**src/rtl/alu_seq.sv**
```systemverilog
// Registered WIDTH-bit ALU (add/sub/not/and/or/xor/slt/eq) plus iterative shift-add multiply.
// Latency: 1 cycle from accept to out_valid for logic/arith ops, WIDTH+1 cycles for MUL.
// Backpressure: one op in flight; in_ready only in IDLE, result and flags held until out_ready.
//
// Ports:
//   clk, rst                 rising-edge clock, synchronous active-high reset
//   in_valid/in_ready        operand handshake; op, a, b captured on accept
//   op[3:0], a, b            operation select and WIDTH-bit operands
//   out_valid/out_ready      result handshake
//   result, cout, overflow,  registered result and flags, stable while out_valid=1
//   zero, illegal
module alu_seq #(
  parameter int WIDTH = 8,
  parameter int CNT_W = $clog2(WIDTH) + 1
) (
  input  logic             clk,
  input  logic             rst,
  input  logic             in_valid,
  output logic             in_ready,
  input  logic [3:0]       op,
  input  logic [WIDTH-1:0] a,
  input  logic [WIDTH-1:0] b,
  output logic             out_valid,
  input  logic             out_ready,
  output logic [WIDTH-1:0] result,
  output logic             cout,
  output logic             overflow,
  output logic             zero,
  output logic             illegal
);

  localparam logic [3:0] OP_ADD = 4'b0000;
  localparam logic [3:0] OP_SUB = 4'b0001;
  localparam logic [3:0] OP_NOT = 4'b0010;
  localparam logic [3:0] OP_AND = 4'b0011;
  localparam logic [3:0] OP_OR  = 4'b0100;
  localparam logic [3:0] OP_XOR = 4'b0101;
  localparam logic [3:0] OP_SLT = 4'b0110;
  localparam logic [3:0] OP_EQ  = 4'b0111;
  localparam logic [3:0] OP_MUL = 4'b1000;

  localparam logic [CNT_W-1:0] CNT_LAST = CNT_W'(WIDTH - 1);

  typedef enum logic [1:0] {
    S_IDLE,
    S_MUL,
    S_DONE
  } state_t;

  // Everything presented on the output side travels as one registered bundle.
  typedef struct packed {
    logic [WIDTH-1:0] result;
    logic             cout;
    logic             overflow;
    logic             zero;
    logic             illegal;
  } res_t;

  state_t             state;
  logic               in_ready_q;
  logic               out_valid_q;
  res_t               res_q;

  // Multiply datapath: accumulator and shifted multiplicand are double width
  // so the high half is available for the overflow flag.
  logic [2*WIDTH-1:0] acc_q;
  logic [2*WIDTH-1:0] mcand_q;
  logic [WIDTH-1:0]   mplier_q;
  logic [CNT_W-1:0]   cnt_q;
  logic [2*WIDTH-1:0] acc_nxt;
  res_t               mul_res;

  // Single-cycle ALU, evaluated straight off the inputs and latched on accept.
  logic [WIDTH:0]     sum_w;
  logic [WIDTH:0]     dif_w;
  logic               add_ovf;
  logic               sub_ovf;
  logic               slt_bit;
  res_t               alu_res;

  always_comb begin
    sum_w   = {1'b0, a} + {1'b0, b};
    // Two's-complement subtract so the carry out means "no borrow".
    dif_w   = {1'b0, a} + {1'b0, ~b} + {{WIDTH{1'b0}}, 1'b1};
    add_ovf = (a[WIDTH-1] == b[WIDTH-1]) && (sum_w[WIDTH-1] != a[WIDTH-1]);
    sub_ovf = (a[WIDTH-1] != b[WIDTH-1]) && (dif_w[WIDTH-1] != a[WIDTH-1]);
    // Signed a<b: sign of the difference, corrected when the subtract overflowed.
    slt_bit = dif_w[WIDTH-1] ^ sub_ovf;

    alu_res = '0;
    case (op)
      OP_ADD: begin
        alu_res.result   = sum_w[WIDTH-1:0];
        alu_res.cout     = sum_w[WIDTH];
        alu_res.overflow = add_ovf;
      end
      OP_SUB: begin
        alu_res.result   = dif_w[WIDTH-1:0];
        alu_res.cout     = dif_w[WIDTH];
        alu_res.overflow = sub_ovf;
      end
      OP_NOT: alu_res.result = ~a;
      OP_AND: alu_res.result = a & b;
      OP_OR:  alu_res.result = a | b;
      OP_XOR: alu_res.result = a ^ b;
      OP_SLT: begin
        alu_res.result   = {{(WIDTH-1){1'b0}}, slt_bit};
        alu_res.overflow = sub_ovf;
      end
      OP_EQ:  alu_res.result = {{(WIDTH-1){1'b0}}, (dif_w[WIDTH-1:0] == '0)};
      OP_MUL: ; // handled by the iterative datapath, never latched from here
      default: alu_res.illegal = 1'b1;
    endcase
    alu_res.zero = (alu_res.result == '0);
  end

  always_comb begin
    acc_nxt          = acc_q + (mplier_q[0] ? mcand_q : '0);
    mul_res          = '0;
    mul_res.result   = acc_nxt[WIDTH-1:0];
    mul_res.overflow = |acc_nxt[2*WIDTH-1:WIDTH];
    mul_res.zero     = (acc_nxt[WIDTH-1:0] == '0);
  end

  always_ff @(posedge clk) begin
    if (rst) begin
      state       <= S_IDLE;
      in_ready_q  <= 1'b1;
      out_valid_q <= 1'b0;
      res_q       <= '0;
      acc_q       <= '0;
      mcand_q     <= '0;
      mplier_q    <= '0;
      cnt_q       <= '0;
    end else begin
      case (state)
        S_IDLE: begin
          if (in_valid) begin
            in_ready_q <= 1'b0;
            if (op == OP_MUL) begin
              acc_q    <= '0;
              mcand_q  <= {{WIDTH{1'b0}}, a};
              mplier_q <= b;
              cnt_q    <= '0;
              state    <= S_MUL;
            end else begin
              res_q       <= alu_res;
              out_valid_q <= 1'b1;
              state       <= S_DONE;
            end
          end
        end
        S_MUL: begin
          // One multiplier bit per cycle, LSB first.
          acc_q    <= acc_nxt;
          mcand_q  <= mcand_q << 1;
          mplier_q <= mplier_q >> 1;
          cnt_q    <= cnt_q + CNT_W'(1);
          if (cnt_q == CNT_LAST) begin
            res_q       <= mul_res;
            out_valid_q <= 1'b1;
            state       <= S_DONE;
          end
        end
        S_DONE: begin
          if (out_ready) begin
            out_valid_q <= 1'b0;
            in_ready_q  <= 1'b1;
            state       <= S_IDLE;
          end
        end
        default: begin
          out_valid_q <= 1'b0;
          in_ready_q  <= 1'b1;
          state       <= S_IDLE;
        end
      endcase
    end
  end

  assign in_ready  = in_ready_q;
  assign out_valid = out_valid_q;
  assign result    = res_q.result;
  assign cout      = res_q.cout;
  assign overflow  = res_q.overflow;
  assign zero      = res_q.zero;
  assign illegal   = res_q.illegal;

endmodule

```
**config.mk**
```make
export PLATFORM = sky130hd
export DESIGN_NAME = alu_seq
export DESIGN_NICKNAME = d
export VERILOG_FILES = /design/src/rtl/alu_seq.sv
export SDC_FILE = /design/constraint.sdc
export NUM_CORES = 1
export LEC_CHECK = 0
export BUFFER_PORTS_ARGS = -buffer_cell sky130_fd_sc_hd__buf_2
export CAP_MARGIN = 20
export CORE_MARGIN = 4
export CORE_UTILIZATION = 30
export DETAILED_ROUTE_END_ITERATION = 12
export SLEW_MARGIN = 25
export SYNTH_ARGS = -nofsm -noshare
export SYNTH_HDL_FRONTEND = slang
export SYNTH_SLANG_ARGS = --single-unit
```
**constraint.sdc**
```tcl
create_clock -name clk -period 4.1 [get_ports clk]
set_input_delay 0.41 -clock clk [delete_from_list [all_inputs] [get_ports clk]]
set_output_delay 0.41 -clock clk [all_outputs]
set_load 0.05 [all_outputs]
```
==> key figures, run 1 <==
Cells and area
  • Count of non-filler cells in the finished layout: 803
  • P&R area growth vs syn: 13.8%
  • Layout cells sized above 1: 0.110
  • Final #Nets: slightly below 700
  • Inserted Diodes: 0

Logic synthesis
  • Synth Register Bits: 60
  • Register area share after synthesis: 0.263
  • Post-Syn Area: 0.00456 sq mm
  • Ranking of synthesized cells by area: dfxtp_1 26%, ha_1 11%, nor2_1 6.5%, nand2_1 5.0%, a21oi_1 4.5%
  • Cell with the most instances after synthesis: nor2_1
  • Primary FF master, synth: dfxtp_1
  • Gate Count Post-Synth: 600
  • Yosys warns: 0
  • Top cells by count, synth: 79 x nor2_1, 61 x nand2_1, 60 x dfxtp_1, 41 x a21oi_1, 40 x ha_1
  • Post-synth ARST share: 0
  • Syn_area_per_cell: 7.61 sq um
  • Post-synth EDFFs: 0
  • Synth top area share: 0.263
  • Syn Nets: 668
  • Top cell type by total area after synthesis: dfxtp_1
  • Library cells used by synthesis: 66

GRT
  • Tot GR Track Use: 0.155
  • Total grt overflow: 0
  • Pin count of the biggest net entering global routing: 62
  • Initial antenna violation count: 0
  • Vias in the first global route: approximately 4,300
  • First-pass GRT wire length: approximately 22,000 um

Clock network
  • H-Tree Level Count: 3
  • Clk buf depth: 2
  • Worst-path clk slew: 0.05 ns
  • Num CTS Buffers: 9
  • Clk_lat worst skew: 0.33 ns
  • Hold buffer count at CTS: 0
  • CTS tree: built
  • Clock Sinks: 60
  • Root Buffer Master: clkbuf_16
  • Setup bufs post-CTS: 0
  • Post-cts sizing count: 0

Floorplanning
  • Row cnt: 44
  • Core area: 0.0147 sq mm
  • Starting density of the core: 0.310
  • DIE HEIGHT: 131 um
  • Ports: 38
  • DIE AREA: 0.0172 sq mm
  • Chip width: 131 um

Timing
  • Max Clock Freq: 0.299 GHz
  • RSZ-0062 raised after global routing: no
  • Final hold viol count: 0
  • Final Skew: 0.00622 ns
  • Final setup TNS: 0 ns
  • Slew @ Worst Pin: 0.933 ns
  • Final min period: between 3 and 4 ns
  • Fin. max-slew vios: 0
  • Max transition margin: 0.377
  • Setup-failing EPs final: 0
  • Final period util: 0.817

Detailed routing
  • DRC violations left: 0
  • Routed wire length: 13,500 um
  • Antenna-violating nets left: 0
  • Wire length per cell: 16.8 um
  • Starting DRC count in detailed routing: 443
  • DR vias: 4,516
  • Via density: 5.62
  • TritonRoute pass-1 iters: 5

Pwr
  • Int Power: 1240 uW
  • Comb pwr share: 0.206
  • Sw Pwr: 537 uW
  • Clock group share of total power: 0.440
  • Seq pwr share: 0.354
  • Pwr per Cell Area: 343 mW/mm^2
  • Leak pwr: 0.00212 uW
  • Sw frac: 0.302
  • Total power: between 1500 and 2000 uW
  • VDD IR max: 0.197 mV

Job
  • Max_cap viols: 0

Worst setup path
  • Top delay family on crit path: compound AO/OA/AOI/OAI gates
  • Critical Path AT: 3.58 ns
  • Crit path launch type: primary input
  • Worst EP required: 4.34 ns
  • CP endpoint kind: flip-flop
  • CP cell instances: buf_2 > inv_1 > ha_1 > o21bai_1 > a21oi_1 > o31ai_1 > a21oi_1 > nor2_1 > nor2_1 > fa_1 > nor3b_1 > o21bai_1 > a31oi_1 > a311oi_1 > nand3_1 > o32ai_1
  • Critical path buffer and inverter count: 2
  • Crit Path Class: primary input to flip-flop
  • Critical path peak fanout: 6
  • CP max-delay cell: fa_1
  • CP peak stage delay: around 0.54 ns

Placement
  • Inst Count DP: 788
  • DP Wirelength: 10,000 um
  • I/O Buffers: 37
  • GPL Wtd Cong: a little under 1

Min path
  • Hold crit path type: primary input to flip-flop

Run status
  • Status: finished, final reports clean
-- flip-flops by register name, summed over array words and instances, names as in the netlist --
| register | count |
|---|---|
| acc_q | 16 |
| cnt_q | 4 |
| cout | 1 |
| illegal | 1 |
| in_ready | 1 |
| mcand_q | 16 |
| mplier_q | 8 |
| out_valid | 1 |
| overflow | 1 |
| result | 8 |
| state | 2 |
| zero | 1 |
-- kinds of logic (layout without fill, tap and decap cells) --
logic type	count (synthesis)	count (layout)	synth area share
xor+xnor	21	21	0.0403
buf+inv	74	93	0.0609
simple gates	221	221	0.229
fa+ha+maj	44	44	0.127
mux	1	1	0.00219
flops	60	60	0.263
compound gates	179	179	0.277
-- path summary, 6_finish.rpt --
kind                to  cells past startpoint        start  slack (ns)
max reg2reg   overflow                      9  mplier_q[0]        0.79
min reg2reg  out_valid                      2    out_valid        0.45
max               zero                     16         a[1]        0.75
min           state[0]                      3     in_valid        0.38
-- power groups by stage --
stage,logic [uW],registers (uW),clock network [uW]
6_report,367,630,782
3_5_place_dp,362,642,0
3_3_place_gp,360,641,0
4_1_cts,363,630,798
2_1_floorplan,223,670,0
5_1_grt,403,634,824
-- routing by layer --
metal  track usage  wire (um)
met1         0.217       6610
met2         0.247       6010
met3        0.0336        752
met4        0.0315        140
met5             0          0
-- worst min-delay path: cells and delay by family --
| family | cells | cell delay (ns) |
|---|---|---|
| buffers and inverters | 2 | 0.17 |
| AO/OA/AOI/OAI | 1 | 0.07 |
-- final cells by class --
cell class	count	area [sq um]
repair buffers	43	230
flip-flops and latches	60	1200
clock buffers	12	267
clock inverters	3	45.0
inverters	35	131
well taps	184	230
multi-input cells	466	3090
fillers	1527	9510
-- layout by cell type, fill, tap and decap left out, types with 6 or more instances in the layout --
| cell | synthesis | final |
|---|---|---|
| a211oi_1 | 7 | 7 |
| a21oi_1 | 41 | 41 |
| a22oi_1 | 26 | 26 |
| a311oi_1 | 17 | 17 |
| and2_1 | 15 | 15 |
| buf_2 | 0 | 37 |
| buf_4 | 0 | 6 |
| clkbuf_16 | 0 | 9 |
| dfxtp_1 | 60 | 60 |
| ha_1 | 40 | 40 |
| inv_1 | 35 | 35 |
| nand2_1 | 61 | 61 |
| nand3_1 | 13 | 13 |
| nor2_1 | 79 | 77 |
| nor2b_1 | 8 | 8 |
| nor3_1 | 9 | 9 |
| o21ai_0 | 22 | 22 |
| o21bai_1 | 8 | 8 |
| or4_1 | 6 | 6 |
| xnor2_1 | 13 | 13 |
| xor2_1 | 8 | 8 |
-- stage by stage --
step / worst slack (ns) / instance area (sq um) / utilization / hold WS [ns]
5_1_grt: 0.389 / 5190 / 0.353 / 0.387
4_1_cts: 0.811 / 5190 / 0.353 / 0.368
6_report: 0.752 / 5190 / 0.353 / 0.380
3_3_place_gp: 0.620 / 4880 / 0.332 / 0.448
2_1_floorplan: 1.01 / 4560 / - / 0.441
3_5_place_dp: 0.474 / 4880 / 0.332 / 0.450
No activity file was read; power rests on OpenSTA's default activity.
==> run 2: changes to the inputs <==
--- a/config.mk
+++ b/config.mk
@@ -5,6 +5,7 @@
 export SDC_FILE = /design/constraint.sdc
 export NUM_CORES = 1
 export LEC_CHECK = 0
+export ABC_AREA = 1
 export BUFFER_PORTS_ARGS = -buffer_cell sky130_fd_sc_hd__buf_2
 export CAP_MARGIN = 20
 export CORE_MARGIN = 4
==> constraint.sdc (replaced) <==
create_clock -name clk -period 3.2 [get_ports clk]
set_input_delay 0.32 -clock clk [delete_from_list [all_inputs] [get_ports clk]]
set_output_delay 0.32 -clock clk [all_outputs]
set_load 0.05 [all_outputs]
==> key figures, run 2 <==
Clock network
  • Hold buffer count at CTS: 0
  • Num CTS Buffers: 9
  • Setup bufs post-CTS: 0
  • Worst-path clk slew: 0.05 ns
  • Post-cts sizing count: 0
  • Clock Sinks: 60
  • H-Tree Level Count: 3
  • CTS tree: built
  • Clk_lat worst skew: 0.33 ns
  • Root Buffer Master: clkbuf_16
  • Clk buf depth: 2

Floorplanning
  • Ports: 38
  • Core area: 0.0154 sq mm
  • DIE AREA: around 0.018 sq mm
  • Chip width: approximately 130 um
  • Starting density of the core: 0.310
  • Row cnt: 45
  • DIE HEIGHT: 134 um

Logic synthesis
  • Syn_area_per_cell: 6.12 sq um
  • Post-synth EDFFs: 0
  • Cell with the most instances after synthesis: nand2_1
  • Ranking of synthesized cells by area: dfxtp_1 25%, nand2_1 20%, ha_1 11%, inv_1 8.5%, nand3_1 6.3%
  • Primary FF master, synth: dfxtp_1
  • Top cell type by total area after synthesis: dfxtp_1
  • Synth Register Bits: 60
  • Syn Nets: 846
  • Register area share after synthesis: 0.252
  • Post-synth ARST share: 0
  • Post-Syn Area: 0.00476 sq mm
  • Synth top area share: 0.252
  • Yosys warns: 0
  • Gate Count Post-Synth: approximately 800
  • Library cells used by synthesis: 32
  • Top cells by count, synth: 251 x nand2_1, 108 x inv_1, 60 x dfxtp_1, 60 x nand3_1, 56 x a21oi_1

Detailed routing
  • TritonRoute pass-1 iters: 7
  • DRC violations left: 0
  • Starting DRC count in detailed routing: 351
  • DR vias: 4,886
  • Via density: 4.76
  • Wire length per cell: 13.8 um
  • Antenna-violating nets left: 0
  • Routed wire length: roughly 14,000 um

Timing
  • Slew @ Worst Pin: 0.721 ns
  • Max transition margin: 0.516
  • Final Skew: 0.00670 ns
  • Final hold viol count: 0
  • Final period util: 0.812
  • Setup-failing EPs final: 0
  • Final setup TNS: 0 ns
  • RSZ-0062 raised after global routing: no
  • Max Clock Freq: 0.385 GHz
  • Fin. max-slew vios: 0
  • Final min period: about 2.6 ns

Worst setup path
  • Crit path launch type: primary input
  • CP peak stage delay: 0.50 ns
  • Worst EP required: 3.46 ns
  • Critical path peak fanout: 7
  • Cell mode on critical path: a21oi_1
  • Critical Path AT: around 2.9 ns
  • CP max-delay cell: fa_1
  • CP endpoint kind: flip-flop
  • CP cell instances: buf_2 > inv_1 > ha_1 > inv_1 > a21oi_1 > nand3_1 > nand2_1 > nand2_1 > a21oi_1 > fa_1 > xor2_1 > a21oi_1 > a21oi_1 > a21oi_1 > nand2_1 > a21oi_1
  • Crit Path Class: primary input to flip-flop

Min path
  • Hold crit path type: primary input to flip-flop

Placement
  • DP Wirelength: 11,100 um
  • I/O Buffers: 37
  • Placed cell area: 0.00518 sq mm
  • GPL Wtd Cong: 0.925

Run status
  • Status: finished, final reports clean

Cells and area
  • P&R area growth vs syn: 14.2%
  • Inserted Diodes: 0
  • Most frequent cells in the layout: 251 x nand2_1, 108 x inv_1, 60 x nand3_1, 60 x dfxtp_1, 56 x a21oi_1
  • Design Area, Final: 0.00544 sq mm
  • Layout cells sized above 1: 0.0919
  • Commonest non-fill, non-tap cell in the layout: nand2_1
  • Final #Nets: 881
  • Top flop regs: acc_q: 16 flops, mcand_q: 16 flops

Pwr
  • Pwr per Cell Area: between 400 and 500 mW/mm^2
  • Leak pwr: 0.00278 uW
  • VDD IR max: between 0.3 and 0.4 mV

GRT
  • Pin count of the biggest net entering global routing: 38
  • Tot GR Track Use: 0.161
  • Vias in the first global route: 4,541
  • Initial antenna violation count: 0
  • Total grt overflow: 0
  • First-pass GRT wire length: 23,300 um

Job
  • Max_cap viols: 0
==> run 2: final timing paths <==
kind	start	to	slack [ns]	depth (start not counted)
worst max-delay path	b[4]	overflow	0.60	16
worst min-delay path	op[3]	illegal	0.29	3
worst max register to register	mplier_q[0]	overflow	0.61	15
worst min register to register	illegal	illegal	0.46	2
==> run 2: area by class of cell <==
cell class,instances,area [sq um]
fillers,1711,9930
multi-input cells,582,3040
flip-flops and latches,60,1200
inverters,114,428
well taps,211,264
repair buffers,46,253
clock buffers,11,243
clock inverters,3,15.0
==> run 2: layer usage <==
metal  global-route usage  wire length (um)
met1                0.231              7060
met3               0.0368               713
met5                    0                 0
met2                0.242              6130
met4               0.0423               252
==> run 2: power by group <==
group,internal [uW],switching [uW],leakage (uW),total [uW]
Clock,531,321,0.000131,852
Combinational,242,666,0.00216,908
Sequential,855,81.8,0.000489,937
Total,1630,1070,0.00278,2700
==> run 2: logic make-up (layout without fill, tap and decap cells) <==
kind of cell,after synthesis,count (layout),synth area share
AND/OR/NAND/NOR,404,404,0.356
buffers and inverters,136,174,0.111
AO/OA/AOI/OAI,121,121,0.135
flip-flops,60,60,0.252
adder cells (fa/ha/maj),44,44,0.122
XOR/XNOR,13,13,0.0239
==> run 2: stage by stage <==
step	utilization	cells	total power, uW	setup WS [ns]	hold WS, ns
after global routing	0.354	1027	2870	0.330	0.291
after floorplan	-	778	1580	0.632	0.440
final	0.354	1027	2700	0.600	0.285
after global placement	0.337	1013	1860	0.320	0.451
after CTS	0.354	1027	2720	0.578	0.278
after detailed placement	0.337	1013	1860	0.275	0.454
==> run 2: worst max-delay path: cells and delay by family <==
kind | cells | cell delay [ns]
adder cells (fa/ha/maj) | 2 | 0.89
AO/OA/AOI/OAI | 6 | 0.79
AND/OR/NAND/NOR | 4 | 0.37
buffers and inverters | 3 | 0.30
XOR/XNOR | 1 | 0.19
